--- config.mk ---
export PLATFORM = sky130hd
export DESIGN_NAME = wb_regfile
export DESIGN_NICKNAME = d
export VERILOG_FILES = /design/src/rtl/wb_regfile.sv
export SDC_FILE = /design/constraint.sdc
export NUM_CORES = 2
export LEC_CHECK = 0
export BUFFER_PORTS_ARGS = -buffer_cell sky130_fd_sc_hd__buf_2
export CAP_MARGIN = 0
export CORE_MARGIN = 5
export CORE_UTILIZATION = 57
export DETAILED_ROUTE_END_ITERATION = 12
export PLACE_DENSITY = 0.77
export SETUP_SLACK_MARGIN = 0.4
export SYNTH_ARGS = -nofsm -noshare
export SYNTH_HDL_FRONTEND = slang
export SYNTH_SLANG_ARGS = --single-unit
--- constraint.sdc ---
create_clock -name clk -period 2.5 [get_ports clk]
set_clock_uncertainty 0.1 [all_clocks]
set_input_delay 0.25 -clock clk [delete_from_list [all_inputs] [get_ports clk]]
set_output_delay 0.25 -clock clk [all_outputs]
set_load 0.01 [all_outputs]
--- src/rtl/wb_regfile.sv ---
// Writeback stage and 32-entry architectural register file.
// Two combinational read ports with write-through bypass, and a commit counter.
module wb_regfile #(
    parameter int DATA_W = 32,
    parameter int ADDR_W = 5,
    parameter int CNT_W  = 32
) (
    input  logic              clk,
    input  logic              reset,
    input  logic [1:0]        WBReg,
    input  logic [DATA_W-1:0] MemOpReg,
    input  logic [DATA_W-1:0] ResultRTypeReg,
    input  logic [ADDR_W-1:0] WrRegReg,
    input  logic [ADDR_W-1:0] RdReg1,
    input  logic [ADDR_W-1:0] RdReg2,
    output logic [DATA_W-1:0] RdData1,
    output logic [DATA_W-1:0] RdData2,
    output logic [DATA_W-1:0] WbData,
    output logic              WbEn,
    output logic [CNT_W-1:0]  WrCount
);

    localparam int NREG = 1 << ADDR_W;

    logic [DATA_W-1:0] r_regs [NREG];
    logic [CNT_W-1:0]  r_count;

    logic              w_reg_write;
    logic              w_mem_to_reg;
    logic              w_dst_nonzero;
    logic [DATA_W-1:0] w_wb_data;
    logic              w_wb_en;
    logic [DATA_W-1:0] w_rd1;
    logic [DATA_W-1:0] w_rd2;

    assign w_reg_write   = WBReg[1];
    assign w_mem_to_reg  = WBReg[0];
    assign w_dst_nonzero = (WrRegReg != '0);

    // Data mux is independent of RegWrite so forwarding always sees a value.
    assign w_wb_data = w_mem_to_reg ? MemOpReg : ResultRTypeReg;
    assign w_wb_en   = w_reg_write & w_dst_nonzero & ~reset;

    always_ff @(posedge clk) begin
        if (reset) begin
            for (int i = 0; i < NREG; i++) begin
                r_regs[i] <= '0;
            end
            r_count <= '0;
        end else if (w_wb_en) begin
            r_regs[WrRegReg] <= w_wb_data;
            r_count          <= r_count + CNT_W'(1);
        end
    end

    always_comb begin
        w_rd1 = r_regs[RdReg1];
        if (RdReg1 == '0) begin
            w_rd1 = '0;
        end else if (w_wb_en && (RdReg1 == WrRegReg)) begin
            w_rd1 = w_wb_data;
        end
    end

    always_comb begin
        w_rd2 = r_regs[RdReg2];
        if (RdReg2 == '0) begin
            w_rd2 = '0;
        end else if (w_wb_en && (RdReg2 == WrRegReg)) begin
            w_rd2 = w_wb_data;
        end
    end

    assign RdData1 = w_rd1;
    assign RdData2 = w_rd2;
    assign WbData  = w_wb_data;
    assign WbEn    = w_wb_en;
    assign WrCount = r_count;

endmodule

Yosys cells after proc, flatten, opt, wreduce, memory -nomap -nowiden
Memory sizes are Yosys's and may differ from the RTL's.
Cells that the tools add are included.
- output and inout port bits: 129
- memories: 1
- input bits: 83
- flip-flop bits (word level): 32
- memory bits (writable): 1024
- word-level logic and storage cells: 27
- memories (memory ; words ; bits a word ; read ports ; clocked after Yosys merged registers in ; wr ports ; line ; RTL):
    r_regs ; 32 ; 32 ; 2 ; 0 ; 32 ; 25 ; logic [DATA_W-1:0] r_regs [NREG];
- equal/unequal tests: 2
- bitwise operators: 3
- reductions and logical operators: 6
- muxes and demuxes: 13
- add/subtract/negate cells: 1
- operator list (operator ; count):
    32-bit 2-to-1 mux ; 6
    32-bit by 1-bit adder with 32-bit output (second input constant) ; 1
    32-bit OR reduction ; 1
    5-bit equality test ; 2
    5-bit logical NOT ; 2
    1-bit 2-to-1 mux ; 6
    5-bit 2-to-1 mux ; 1
    5-bit nonzero test ; 1
    1-bit AND ; 2
    1-bit logical AND ; 2
    1-bit inverter ; 1

Depth between registers and ports, before layout
- depth in word-level cells: 8
- depth in mapped cells: 9
- gate-level depth less buffers: 6

Least setup slack after synthesis
OpenSTA, ideal clock, no wires.
- kind: input -> register
- from: input port WrRegReg[3]
- to: memory r_regs[12][0], enable pin
- data required time: 2006 ps
- path buffers: 1
- cell stages on the path: 5
- arrival: 1961 ps
- setup slack: 45 ps
- setup time: 394 ps
- cell sequence: buf_2 > nor3_4 > nor4_2 > nand2_1 > nand2b_1
- RTL lines (what ; line ; RTL):
    start, declared ; 13 ; input logic [ADDR_W-1:0] WrRegReg,
    end, declared ; 25 ;

==> flow_metrics.py <==
metrics = {
    "status": {
        "status": "finished, violations left",
        "violations": "negative setup slack",
    },
    "flow_run": {
        "drv_cap": 0,
    },
    "clocking": {
        "cts-root-buf": "clkbuf_16",
        "clock-sinks": 1056,
        "cts_buffers": 111,
        "h-tree-depth": 3,
        "cts.clk_slew.worst_paths_ns": 0.06,
        "clockBufferDepth": 3,
        "clk_latency_ns": 0.70,
        "tritoncts": "built",
    },
    "yosys": {
        "synth.top_cell.area_share_pct": 55.4,
        "synth_ff_type": "edfxtp_1",
        "synth_edf_count": 1024,
        "yosysUniqueCellTypes": 53,
        "yosysWarningCount": 0,
        "synth_top_cells_by_count": "1151 x nor2_1, 1024 x edfxtp_1, 338 x mux2_2",
        "avgSynthCellArea_sq_um": 12.6,
        "ys_seq_area_share_pct": 56.5,
        "synthCells": 4392,
        "yosysMostFrequentCell": "nor2_1",
        "ys_async_sr_fraction_pct": 0,
        "ys_seq_elements": 1056,
        "synth_area_sq_mm": 0.0555,
        "synth_area_leaders": "edfxtp_1 55%, mux4_2 11%, nor2_1 7.8%",
        "yosysTopAreaCell": "edfxtp_1",
    },
    "sta": {
        "max_slew_margin_pct": 35.3,
        "hold-worst-slack_ns": 0.0314,
        "final_max_slew_viol_count": 0,
        "fin_tns_setup_ns": -25.81,
        "rsz0062_at_grt": "yes",
        "worstMarginPinSlew_ns": 0.963,
        "min_period_over_period_pct": 125,
        "fmax_ghz": 0.320,
        "period_needed_ns": 3.13,
        "setup_viol": 64,
        "setup_slack_ns": -0.626,
        "hold_viol": 0,
    },
    "layout": {
        "areaGrowthSynthToFinish_pct": 23.7,
        "final_nets": 5033,
        "fin_cells": 6325,
        "drive_above_1_share_pct": 38.0,
        "design_area_sq_mm": 0.0687,
        "final_util_pct": 71.0,
    },
    "setup_path": {
        "r2r_slack_ns": 0.53,
        "arrival_ns": 2.78,
        "start_kind": "flop",
        "cp_slowest_stage_delay_ns": 0.50,
        "crit_buf_inv": 3,
        "critPathMostFrequentCell": "buf_4",
        "required_ns": 2.15,
        "critPathSlowestCell": "mux4_2",
        "worst-setup-path-type": "flop to output pin",
        "path_cells": "mux4_2 > mux2i_2 > buf_4 > nor2_4 > nor4_4 > buf_4 > a21oi_2 > buf_2",
        "endpoint_kind": "output pin",
        "cp_top_family": "multiplexers",
        "path_max_fanout": 2,
    },
    "detailed_routing": {
        "detail_route.wl_per_cell_microns": 31.3,
        "first_pass_iters": 6,
        "viasPerCell": 6.95,
        "drtIter0Drc": 6918,
        "wl_mm": 198,
        "dr_total_vias": 44000,
        "drc": 0,
        "ant_nets": 0,
    },
    "power_and_ir_drop": {
        "p_per_area_mw_per_mm2": 666,
        "p_leak_nw": 25.4,
        "p_total_mw": 45.7,
        "vdd_ir_drop_max_mv": 0.857,
    },
    "grt": {
        "grt_overflow": 0,
        "track_usage_pct": 37.3,
        "grt_pass1_vias": 44200,
        "grt_max_degree": 67,
        "antenna_found_initial": 5,
        "grt_pass1_wl_mm": 285,
    },
    "die": {
        "coreArea_sq_mm": 0.0967,
        "fp.dieH_microns": 322,
        "rows": 114,
        "fp.dieW_microns": 322,
        "die_area_sq_mm": 0.104,
        "start_util_pct": 57.4,
        "ios": 212,
    },
    "placed_design": {
        "post-place-cells": 6097,
        "hpwl_mm": 128,
        "placed_area_sq_mm": 0.0632,
        "place_worst_setup_slack_ns": -0.489,
        "gp_congestion": 0.973,
        "io_buffers": 211,
    },
    "hold_path": {
        "hp-class": "primary input to flop",
    },
}
[state kept, by name, indices dropped and copies added, names as in the netlist]
name     flops
r_regs    1024
WrCount     32
[repair_timing]
action / CTS / global route
pin swaps: 108 / 43
hold buffers: 3 / 0
endpoints found under the setup margin: 64 / 66
setup buffers: 6 / 6
gates resized for setup: 232 / 83
endpoints found under the hold margin: 18 / 0
[tightest hold or removal path, cell delays in order]
cell     delay (ns)
buf_2          0.10
mux2i_4        0.08
buf_4          0.19
nor2_1         0.10
[kinds of logic (layout without fill, tap and decap cells)]
logic type / count (synthesis) / in the layout / synth area share, %
other: 1 / 35 / 0.00675
AND/OR/NAND/NOR: 1468 / 1468 / 11.2
XOR/XNOR: 38 / 38 / 0.599
flip-flops: 1056 / 1056 / 56.5
multiplexers: 853 / 853 / 22.0
adder cells (fa/ha/maj): 1 / 1 / 0.0225
AO/OA/AOI/OAI: 492 / 492 / 5.74
buffers and inverters: 483 / 1106 / 3.91
[metal layers]
layer / vias to the layer above / global-route usage (%) / share of wire, %
li1: 17600 / - / -
met1: 21400 / 48.1 / 33
met2: 4107 / 56.0 / 44
met3: 857 / 9.55 / 14
met4: 8 / 25.9 / 8.4
met5: - / 0 / 0.033
[cell usage in the layout (no fill, tap or decap), types with 38 or more instances in the layout]
cell and n:
a2111oi_0 38, mux2i_4 48, nor2_1 1104, buf_12 125, clkbuf_16 113, buf_4 525
a211oi_1 100, edfxtp_1 1024, mux4_2 261, o21ai_0 88, o22ai_1 141, mux2_2 333
buf_2 197, mux2i_1 188, nor2b_1 70
[area by class of cell]
cell class	count	area (sq um)
fill	6135	28000
multi-input combinational	2884	24200
clock buffer	138	2940
tap	1276	1600
sequential	1056	31400
timing repair buffer	861	7600
clock inverter	72	883
inverter	35	131
antenna	3	7.51
[path summary, 6_finish.rpt]
kind	from	end	depth (start not counted)
worst max register to register	WrCount[0]	WrCount[30]	7
worst max-delay path	r_regs[15][11]	RdData1[11]	8
worst min-delay path	MemOpReg[1]	r_regs[17][1]	4
worst min register to register	WrCount[30]	WrCount[30]	2
[power breakdown]
part | total (mW) | internal (mW) | switching, mW | leakage (nW)
registers | 20.9 | 20.4 | 0.531 | 10.0
clock network | 17.5 | 10.2 | 7.23 | 1.89
logic | 7.38 | 3.27 | 4.11 | 13.5
total | 45.7 | 33.9 | 11.9 | 25.4
(Power assumes the default switching activity.)
